## src/rtl/neuro_ev_pkg.sv

```systemverilog
// Shared event-path definitions for the neuromorphic core's transmit and receive sides.
// Timestamping is selected by defining SPIKE_TX_TS_EN.
package neuro_ev_pkg;

`ifdef SPIKE_TX_TS_EN
    localparam bit TS_EN = 1'b1;
`else
    localparam bit TS_EN = 1'b0;
`endif

    localparam int unsigned N_SRC_DEF = 16;
    localparam int unsigned TS_W_DEF  = 16;

    typedef struct packed {
        logic [TS_W_DEF-1:0]          ts;
        logic [$clog2(N_SRC_DEF)-1:0] id;
    } ev_word_t;

    function automatic int unsigned id_w(input int unsigned n);
        return (n <= 1) ? 1 : $clog2(n);
    endfunction

    function automatic int unsigned ev_w(input int unsigned n, input int unsigned ts_w,
                                         input bit ts_en);
        return ts_en ? (ts_w + id_w(n)) : id_w(n);
    endfunction

    // Saturating add clamped to the largest value representable in w bits.
    function automatic logic [63:0] sat_add(input logic [63:0] cur, input logic [63:0] inc,
                                            input int unsigned w);
        logic [63:0] max_val;
        logic [63:0] sum;
        max_val = (64'd1 << w) - 64'd1;
        sum     = cur + inc;
        return (sum > max_val) ? max_val : sum;
    endfunction

endpackage

```

## src/rtl/rr_arbiter.sv

```systemverilog
// Combinational round-robin arbiter: grants the first request at or above ptr, wrapping.
// N must be a power of two so the search index wraps by truncation.
module rr_arbiter
    import neuro_ev_pkg::*;
#(
    parameter  int unsigned N = 16,
    localparam int unsigned W = id_w(N)
) (
    input  logic [N-1:0] req,
    input  logic [W-1:0] ptr,
    output logic [N-1:0] grant,
    output logic [W-1:0] grant_id,
    output logic         any
);

    logic [W-1:0] idx;

    always_comb begin
        grant    = '0;
        grant_id = '0;
        any      = 1'b0;
        idx      = '0;
        for (int unsigned k = 0; k < N; k++) begin
            idx = W'(ptr + k);
            if (!any && req[idx]) begin
                any        = 1'b1;
                grant[idx] = 1'b1;
                grant_id   = idx;
            end
        end
    end

endmodule

```

## src/rtl/spike_event_tx.sv

```systemverilog
// Spike-to-event producer: per-source pending flags, round-robin selection, valid/ready output.
// Define SPIKE_TX_TS_EN to prepend a free-running timestamp to each event word.
module spike_event_tx
    import neuro_ev_pkg::*;
#(
    parameter  int unsigned N_SRC  = 16,
    parameter  int unsigned TS_W   = 16,
    parameter  int unsigned DROP_W = 8,
    localparam int unsigned ID_W   = id_w(N_SRC),
    localparam int unsigned EV_W   = ev_w(N_SRC, TS_W, TS_EN)
) (
    input  logic              clk,
    input  logic              rst,
    input  logic              enable_i,
    input  logic [N_SRC-1:0]  spike_i,
    output logic              ev_valid_o,
    input  logic              ev_ready_i,
    output logic [EV_W-1:0]   ev_data_o,
    output logic [N_SRC-1:0]  pending_o,
    output logic [DROP_W-1:0] drop_cnt_o,
    input  logic              drop_clr_i
);

    logic [N_SRC-1:0] grant;
    logic [N_SRC-1:0] grant_eff;
    logic [N_SRC-1:0] lost;
    logic [ID_W-1:0]  grant_id;
    logic [ID_W-1:0]  rr_ptr;
    logic [ID_W:0]    drops;
    logic             any;
    logic             slot_free;
    logic             load;
`ifdef SPIKE_TX_TS_EN
    logic [TS_W-1:0]  ts_cnt;
`endif

    rr_arbiter #(.N(N_SRC)) u_arb (
        .req      (pending_o),
        .ptr      (rr_ptr),
        .grant    (grant),
        .grant_id (grant_id),
        .any      (any)
    );

    assign slot_free = !ev_valid_o || ev_ready_i;
    assign load      = slot_free && enable_i && any;
    assign grant_eff = {N_SRC{load}} & grant;
    // A spike on the source being granted this edge re-arms it rather than counting as lost.
    assign lost      = spike_i & pending_o & ~grant_eff;

    always_comb begin
        drops = '0;
        for (int unsigned i = 0; i < N_SRC; i++) begin
            drops = drops + {{ID_W{1'b0}}, lost[i]};
        end
    end

    always_ff @(posedge clk or posedge rst) begin
        if (rst) begin
            ev_valid_o <= 1'b0;
            ev_data_o  <= '0;
            pending_o  <= '0;
            drop_cnt_o <= '0;
            rr_ptr     <= '0;
`ifdef SPIKE_TX_TS_EN
            ts_cnt     <= '0;
`endif
        end else begin
            pending_o <= spike_i | (pending_o & ~grant_eff);

            if (drop_clr_i) begin
                drop_cnt_o <= '0;
            end else begin
                drop_cnt_o <= DROP_W'(sat_add(64'(drop_cnt_o), 64'(drops), DROP_W));
            end

            if (load) begin
                ev_valid_o <= 1'b1;
`ifdef SPIKE_TX_TS_EN
                ev_data_o  <= {ts_cnt, grant_id};
`else
                ev_data_o  <= grant_id;
`endif
                rr_ptr     <= grant_id + ID_W'(1);
            end else if (slot_free) begin
                ev_valid_o <= 1'b0;
            end

`ifdef SPIKE_TX_TS_EN
            if (enable_i) begin
                ts_cnt <= ts_cnt + TS_W'(1);
            end
`endif
        end
    end

endmodule

```

## config.mk

```make
export PLATFORM = sky130hd
export DESIGN_NAME = spike_event_tx
export DESIGN_NICKNAME = d
export VERILOG_FILES = /design/src/rtl/neuro_ev_pkg.sv /design/src/rtl/rr_arbiter.sv /design/src/rtl/spike_event_tx.sv
export SDC_FILE = /design/constraint.sdc
export NUM_CORES = 1
export LEC_CHECK = 0
export CORE_ASPECT_RATIO = 0.9
export CORE_UTILIZATION = 50
export DETAILED_ROUTE_END_ITERATION = 6
export PLACE_DENSITY = 0.7
export SYNTH_ARGS = -nofsm -noshare
export SYNTH_HDL_FRONTEND = slang
export SYNTH_SLANG_ARGS = --single-unit
```

## constraint.sdc

```tcl
create_clock -name clk -period 10.98 [get_ports clk]
set_clock_uncertainty 0.2 [all_clocks]
set_input_delay 1.098 -clock clk [delete_from_list [all_inputs] [get_ports clk]]
set_output_delay 1.098 -clock clk [all_outputs]
set_load 0.02 [all_outputs]
```

==> results of run 1 <==
## synthesized netlist by cell type, drive strengths merged, types with 21 or more instances
cell,number
nand2,93
nor2,64
inv,47
a21oi,43
nand3,42
o21ai,40
dfrtp,33
clkbuf,26
nor3,23
buf,22
ha,22
mux4,22
o22ai,21
## layout make-up
cell class / count / area, µm²
fill: 1073 / 4730
tap: 156 / 195
clock buffer: 6 / 139
sequential: 33 / 826
multi-input combinational: 632 / 4660
clock inverter: 2 / 37.5
inverter: 49 / 184
timing repair buffer: 79 / 716
## state kept, by name (all words and copies together), names as in the netlist
signal      cells
pending_o      16
drop_cnt_o      8
ev_data_o       4
rr_ptr          4
ev_valid_o      1
## worst max-delay path, delay by kind of cell, from the launching register on
kind | cells | cell delay [ps]
muxes | 2 | 1430
AOI/OAI and AO/OA | 6 | 1870
and+or+nand+nor | 7 | 1800
DFF | 1 | 340
buffers and inverters | 6 | 640
adders and majority gates | 7 | 3270
## final timing paths
kind / start / end / slack, ps / cells past startpoint
worst min register to register: ev_data_o[0]$_DFFE_PP0P_ / ev_data_o[0]$_DFFE_PP0P_ / 300 / 1
worst max register to register: rr_ptr[0]$_DFFE_PP0P_ / drop_cnt_o[7]$_DFF_PP0_ / 1260 / 28
max in group asynchronous: rst / rr_ptr[0]$_DFFE_PP0P_ / 9240 / 3
min in group asynchronous: rst / ev_data_o[2]$_DFFE_PP0P_ / 1030 / 3
worst min-delay path: ev_data_o[0]$_DFFE_PP0P_ / ev_data_o[0]$_DFFE_PP0P_ / 300 / 1
worst max-delay path: rr_ptr[0]$_DFFE_PP0P_ / drop_cnt_o[7]$_DFF_PP0_ / 1260 / 28
## cell families after synthesis
group | after synthesis | synth area share [%]
buffers and inverters | 97 | 7.43
multiplexers | 55 | 14.6
flip-flops | 33 | 14.0
AND/OR/NAND/NOR | 293 | 24.7
adder cells (fa/ha/maj) | 34 | 8.72
AO/OA/AOI/OAI | 229 | 27.4
XOR/XNOR | 21 | 3.24
## metrics by stage
step	total power [mW]	instances	area, µm²	hold WS (ps)	util (%)
after floorplan	1.47	762	5910	380	-
after CTS	2.21	957	6750	300	58.8
after detailed placement	2.02	949	6580	281	57.3
after global placement	2.00	949	6580	279	57.3
final	2.28	957	6750	300	58.8
after global routing	2.41	957	6750	318	58.8
## per-layer routing
| metal | track usage [%] | part of all wire [%] | vias up |
|---|---|---|---|
| met5 | 1.78 | 0 | - |
| met3 | 12.5 | 14 | 150 |
| met4 | 23.9 | 6.8 | 0 |
| met1 | 54.6 | 35 | 3305 |
| met2 | 63.5 | 44 | 641 |
| li1 | - | - | 2951 |
## power breakdown
group	leakage, nW	internal (mW)	total, mW	switching (mW)
clock	0.0831	0.113	0.165	0.0522
sequential	0.358	0.158	0.217	0.0593
combinational	2.14	0.688	1.90	1.21
==> out/qor.yml, run 1 <==
grt_remaining_overflow: 0
cts_resized: 0
ys_warn_count: 0
first_iter_violations: 1309
cp_slowest_stage_delay_ps: 740
crit_arrival_ps: 9670
clockBufferDepth: 2
post_drt_wl_per_cell_um: 26.6
crit_slowest_cell: "mux4_1"
start_util_pct: 51.5
wl_um: 25400
p_per_area_nw_per_um2: 338
final.setup.worst_slack_ps: 1260
path_max_fanout: 14
cts_tree: "built"
async_flop_share_pct: 100
outcome: "finished, violations left"
leakage_nw: 2.58
num_rows: 37
violations: "design-rule violations"
drcViolationCount: 34
yosysSeqAreaShare_pct: 14.0
critPathKind: "reg2reg"
grt_pass1_wl_um: 38700
layout_commonest_cell: "nand2_1"
cts_root_buffer: "clkbuf_16"
dieArea_um2: 12300
slew_violations: 0
end_kind: "flop"
syn_area_um2: 5910
ios: 50
fmax_mhz: 103
grtUsageTotal_pct: 42.6
avgSynthCellArea_um2: 7.76
antenna_cells: 0
layout.nets: 855
grt_antenna_before_repair: 0
clkSlewWorstSetupHoldPaths_ps: 50
drive_above_1_share_pct: 11.6
peakVddDrop_mv: 0.360
yosys.cell_types.count: 86
hold_path_class: "reg2reg"
rsz0062_at_grt: "false"
synth_top_cell_area_share_pct: 14.0
setup_tns_ps: 0
place_ws_ps: 1560
cap_viol_max_count: 0
cts_buffers: 5
clk_latency_ps: 280
synth_cells: 762
area_growth_pct: 14.2
grt_pass1_vias: 6799
path_common_cell: "fa_1"
antenna_left: 0
ys_seq_elements: 33
grt_max_degree: 34
h-tree-depth: 2
min_period_over_period_pct: 88.6
final-setup-viol-count: 0
vias: 7047
cts.sinks: 33
avgViaCountPerCell: 7.36
dp_hpwl_um: 19400
coreArea_um2: 11500
synth-main-ff-cell: "dfrtp_1"
cts_hold_buf: 0
fin_crit_ps: 9720
post_cts_buffers: 0
numPortBuffers: 49
synth-edff-count: 0
die_y_um: 105
synth_area_leaders: "dfrtp_1 (14%), mux4_2 (6.9%), nand2_1 (5.8%), ha_1 (4.7%), fa_1 (4.1%)"
place_congestion: 1.06
yosys.area.top_type: "dfrtp_1"
start_kind: "flop"
tightest_slew_ps: 1050
finalHoldViolCount: 0
synth_fp_nets: 817
fp.dieW_um: 117
dr.pass1.iters: 7
final_cell_mix: "nand2_1 (92), nor2_1 (64), clkdlybuf4s50_1 (49)"
required_ps: 10930
relSlewSlack_pct: 29.7
Power figures use the tool's default switching activity.
==> run 2, diff against run 1 <==
Settings changed: CORE_UTILIZATION 50 to 40, PLACE_DENSITY 0.7 to unset, SLEW_MARGIN set to 10.
==> run 2 against run 1 <==
Against the previous run: sequential power decreased by 7%; critical path type unchanged; combinational power about the same; critical path depth decreased by 1; the flow now finishes without violations.
==> out/qor.yml, run 2 (synthesis results as in run 1) <==
ios: 50  # unchanged
h-tree-depth: 2  # unchanged
num_rows: 41  # +11%
p_per_area_nw_per_um2: 330  # -2.4%
min_period_over_period_pct: 86.2  # -2.4 points
required_ps: 10980  # +50 ps
antenna_cells: 0  # unchanged
cpLargestDelayFamily: "adder cells"
cts_tree: "built"
end_kind: "flop"
fp.dieW_um: 130  # +12%
path_max_fanout: 14  # unchanged
path_common_cell: "fa_1"
largest-register: "pending_o"
crit_arrival_ps: 9460  # -210 ps
whs_ps: 281  # -19.1 ps
critPathKind: "reg2reg"
post_cts_buffers: 0  # unchanged
cts_resized: 0  # unchanged
drive_above_1_share_pct: 12.7  # +1.1 points
layout_commonest_cell: "nand2_1"
first_iter_violations: 921  # -30%
relSlewSlack_pct: 28.3  # -1.4 points
grt_remaining_overflow: 0  # unchanged
grt_antenna_before_repair: 1  # +1
regArea_um2: 826  # unchanged
outcome: "finished clean"
drcViolationCount: 0  # -100%
place_ws_ps: 1710  # +151 ps
start_kind: "flop"
fmax_mhz: 106  # +2.8%
peakVddDrop_mv: 0.240  # -33%
cts_root_buffer: "clkbuf_16"
dieArea_um2: 15300  # +25%
cp_slowest_stage_delay_ps: 710  # -30 ps
clockBufferDepth: 2  # unchanged
largest_register_ff_count: 16  # unchanged
place_congestion: 1.02  # -3.2%
antenna_left: 0  # unchanged
grt_pass1_vias: 6658  # -2.1%
cts_hold_buf: 0  # unchanged
crit_buf_inv: 5  # -1
start_util_pct: 41.6  # -9.9 points
clkSlewWorstSetupHoldPaths_ps: 50  # about the same
clk_latency_ps: 280  # about the same
post_drt_wl_per_cell_um: 26.5  # -0.26%
layout.nets: 865  # +1.2%
leakage_nw: 2.61  # +1.2%
numPortBuffers: 49  # unchanged
vias: 6809  # -3.4%
final_cell_mix: "nand2_1 (92), nor2_1 (64), clkdlybuf4s50_1 (49)"
slew_violations: 0  # unchanged
cap_viol_max_count: 0  # unchanged
setup_tns_ps: 0  # unchanged
cts_buffers: 5  # unchanged
crit_slowest_cell: "mux4_1"
grt_pass1_wl_um: 39600  # +2.3%
coreArea_um2: 14200  # +24%
hold_path_class: "reg2reg"
fin_crit_ps: 9460  # -262 ps
wl_um: 26600  # +4.6%
avgViaCountPerCell: 6.78  # -7.9%
tightest_slew_ps: 1050  # +2.77 ps
area_growth_pct: 15.7
final-setup-viol-count: 0  # unchanged
fillers: 1416  # +32%
cts.sinks: 33  # unchanged
dp_hpwl_um: 20500  # +5.4%
finalHoldViolCount: 0  # unchanged
die_y_um: 117  # +12%
largest_registers: "pending_o x16, drop_cnt_o x8"
grt_max_degree: 34  # unchanged
multiInputGateArea_um2: 4660  # unchanged
dr.pass1.iters: 7  # unchanged
grtUsageTotal_pct: 35.1  # -7.5 points
final.setup.worst_slack_ps: 1520  # +262 ps
rsz0062_at_grt: "false"
## run 2: metrics by stage
step	std cells	util (%)	power (mW)	instance area, µm²
final	1004	48.1	2.26	6840
after CTS	1004	48.1	2.21	6840
after detailed placement	996	47.1	2.06	6700
after floorplan	762	-	1.47	5910
after global placement	996	47.1	2.07	6700
after global routing	1004	48.1	2.40	6840
## run 2: area by class of cell
class,count,area share [%]
sequential,33,12.1
clock inverter,3,0.256
clock buffer,5,1.83
multi-input combinational,632,68.1
inverter,49,2.69
tap,193,3.53
timing repair buffer,89,11.6
## run 2: worst register-to-register path, stage by stage (launching register included)
cell and delay (ps):
dfrtp_1 350, inv_1 130, ha_1 670, mux4_1 710, mux4_2 690, a21oi_2 530, and3_1 500, nand3_1 580
o22ai_1 540, a22oi_1 150, and3_1 220, o21ai_1 180, nor2_1 80, fa_1 470, inv_1 50, fa_1 500
fa_1 550, inv_1 60, fa_1 570, fa_1 200, inv_1 50, fa_1 390, inv_1 80, a21oi_1 60
o21bai_1 210, a21o_1 210, nand4_1 240, a21oi_1 230
## run 2: worst paths after layout
check | start | to | slack, ps | depth (start not counted)
setup / recovery | rr_ptr[0]$_DFFE_PP0P_ | drop_cnt_o[0]$_DFF_PP0_ | 1520 | 27
hold / removal | ev_data_o[0]$_DFFE_PP0P_ | ev_data_o[0]$_DFFE_PP0P_ | 280 | 1
min in group asynchronous | rst | ev_data_o[0]$_DFFE_PP0P_ | 1010 | 3
hold reg to reg | ev_data_o[0]$_DFFE_PP0P_ | ev_data_o[0]$_DFFE_PP0P_ | 280 | 1
max in group asynchronous | rst | rr_ptr[1]$_DFFE_PP0P_ | 9270 | 3
setup reg to reg | rr_ptr[0]$_DFFE_PP0P_ | drop_cnt_o[0]$_DFF_PP0_ | 1520 | 27
## run 2: per-layer routing
metal	up-vias	GRT usage [%]	part of all wire, %
met5	-	0	0.064
met4	2	19.4	6.3
met3	131	9.49	11
met2	462	52.3	44
met1	3252	45.6	39
li1	2962	-	-
## run 2: power by group
group | switching [mW] | internal (mW) | leakage [nW]
clock | 0.0505 | 0.0829 | 0.0696
sequential | 0.0422 | 0.158 | 0.358
combinational | 1.23 | 0.691 | 2.18
==> run 3, diff against run 2 <==
Settings changed: CORE_UTILIZATION 40 to 51, PLACE_DENSITY set to 0.74.
Clock period 10.98 ns to 7.8 ns, I/O delays scaled along.
==> run 3 against run 2 <==
Against the previous run: the run now ends with negative setup slack left; power rose by 65%; clock-buffer cell count increased by 2; clock power rose by 56%; combinational power grew 68%; die area is 21% lower; non-clock buffer count rose by 87; largest cell class unchanged.
==> out/qor.yml, run 3 (synthesis results as in run 1) <==
outcome: "finished, violations left"
violations: "negative setup slack"
numPortBuffers: 49  # unchanged
ios: 50  # unchanged
vias: 7678  # +13%
peakVddDrop_mv: 0.598  # +150%
fp.dieW_um: 116  # -11%
rsz0062_at_grt: "true"
finalHoldViolCount: 0  # unchanged
hold_path_class: "reg2reg"
cts_root_buffer: "clkbuf_16"
p_per_area_nw_per_um2: 477  # +45%
critPathKind: "reg2reg"
grt_max_degree: 34  # unchanged
drcViolationCount: 0  # unchanged
cts.sinks: 33  # unchanged
clk_latency_ps: 280  # about the same
cts_tree: "built"
grt_pass1_vias: 7064  # +6.1%
cts_hold_buf: 0  # unchanged
first_iter_violations: 1249  # +36%
path_max_fanout: 11  # -3
largest_register_ff_count: 16  # unchanged
grt_pass1_wl_um: 40800  # +3.1%
cts_buffers: 5  # unchanged
slew_violations: 0  # unchanged
min_period_over_period_pct: 102  # +16 points
leakage_nw: 3.14  # +20%
clkSlewWorstSetupHoldPaths_ps: 50  # about the same
final_cell_mix: "buf_4 (115), nand2_1 (88), nor2_1 (61)"
fin_crit_ps: 7960  # -1500 ps
layout.nets: 952  # +10%
avgViaCountPerCell: 7.31  # +7.8%
dr.pass1.iters: 7  # unchanged
start_util_pct: 53.6  # +12 points
dieArea_um2: 12000  # -21%
m1WireLength_um: 9490  # -8.2%
place_ws_ps: -134  # -1840 ps
dp_hpwl_um: 20700  # +1.2%
relSlewSlack_pct: 42.9  # +15 points
post_drt_wl_per_cell_um: 26.8  # +1.2%
clockBufferDepth: 2  # unchanged
place_congestion: 1.11  # +8.8%
coreArea_um2: 11000  # -22%
end_kind: "flop"
grt_antenna_before_repair: 1  # unchanged
crit_arrival_ps: 7960  # -1500 ps
largest-register: "pending_o"
wl_um: 28100  # +5.8%
num_rows: 36  # -12%
antenna_cells: 0  # unchanged
largest_registers: "pending_o x16, drop_cnt_o x8"
start_kind: "flop"
cp_slowest_stage_delay_ps: 600  # -110 ps
fillers: 844  # -40%
die_y_um: 104  # -11%
drive_above_1_share_pct: 27.3  # +15 points
post-route-util_pct: 70.8  # +23 points
grtUsageTotal_pct: 45.6  # +10 points
cap_viol_max_count: 0  # unchanged
antenna_left: 0  # unchanged
h-tree-depth: 2  # unchanged
final-setup-viol-count: 8  # +8
route.met3.wl_um: 4580  # +56%
setup_tns_ps: -1170  # -1170 ps
area_growth_pct: 32.1
top_layer: "met5"
crit_slowest_cell: "fa_1"
totalPowerFinal_mw: 3.73  # +65%
rrSetupSlack_ps: -160  # -1680 ps
final.setup.worst_slack_ps: -164  # -1680 ps
required_ps: 7800  # -3180 ps
grt_remaining_overflow: 0  # unchanged
layout_commonest_cell: "buf_4"
tightest_slew_ps: 849  # -199 ps
fmax_mhz: 126  # +19%
wl_met2_um: 11900  # +2.1%
-- run 3: cell count changes in the layout (fill, tap and decap cells not counted), sizes merged --
| cell | previous run | this run |
|---|---|---|
| clkinv | 4 | 3 |
| clkinvlp | 1 | 0 |
| buf | 40 | 126 |
| clkbuf | 5 | 8 |
-- run 3: critical path: cells and delay by family, from the launching register on --
kind                       cells  cell delay, ps
AOI/OAI and AO/OA              9            2050
xor gates and xnor gates       1             220
adders and majority gates      7            2930
buffers and inverters          8             760
DFF                            1             480
muxes                          1             430
and+or+nand+nor                5             800
-- run 3: per-stage QoR --
step,std cells,instance area [µm²],hold WS [ps]
CTS,1028,7380,291
detailed placement,1019,7180,274
floorplan,762,5980,380
finish,1050,7810,285
global route,1050,7810,322
global placement,1019,7180,264
-- run 3: timing repair --
item                                    4_1_cts  5_1_grt
hold endpoints to repair                      0        0
buffers inserted                              1       21
endpoints found under the setup margin        8        8
gates cloned                                  0        1
gates resized for setup                       7       67
pin swaps                                     2       22
-- run 3: area by class of cell --
| class | instances | area, µm² | area share, % |
|---|---|---|---|
| clock inverters | 1 | 5.00 | 0.0641 |
| multi-input cells | 632 | 4920 | 63.0 |
| repair buffers | 176 | 1520 | 19.5 |
| clock buffers | 7 | 153 | 1.95 |
| inverters | 49 | 190 | 2.43 |
| flip-flops and latches | 33 | 826 | 10.6 |
| well taps | 152 | 190 | 2.43 |
-- run 3: power by group --
group	internal, mW	total (mW)	leakage [nW]	switching (mW)
clock	0.135	0.208	0.0799	0.0730
sequential	0.223	0.294	0.358	0.0715
combinational	1.27	3.22	2.70	1.96
-- run 3: path summary, 6_finish.rpt --
| check | start | to | cells after the start |
|---|---|---|---|
| setup / recovery | rr_ptr[2]$_DFFE_PP0P_ | drop_cnt_o[3]$_DFF_PP0_ | 31 |
| hold / removal | ev_data_o[0]$_DFFE_PP0P_ | ev_data_o[0]$_DFFE_PP0P_ | 1 |
| setup reg to reg | rr_ptr[2]$_DFFE_PP0P_ | drop_cnt_o[3]$_DFF_PP0_ | 31 |
| hold reg to reg | ev_data_o[0]$_DFFE_PP0P_ | ev_data_o[0]$_DFFE_PP0P_ | 1 |
| max in group asynchronous | rst | rr_ptr[3]$_DFFE_PP0P_ | 3 |
| min in group asynchronous | rst | drop_cnt_o[5]$_DFF_PP0_ | 3 |
-- run 3: layer usage --
layer  global-route usage [%]  up-vias
met5                        0        -
met4                     25.6        2
met3                     19.7      215
met2                     66.3      755
met1                     55.7     3565
li1                         -     3141
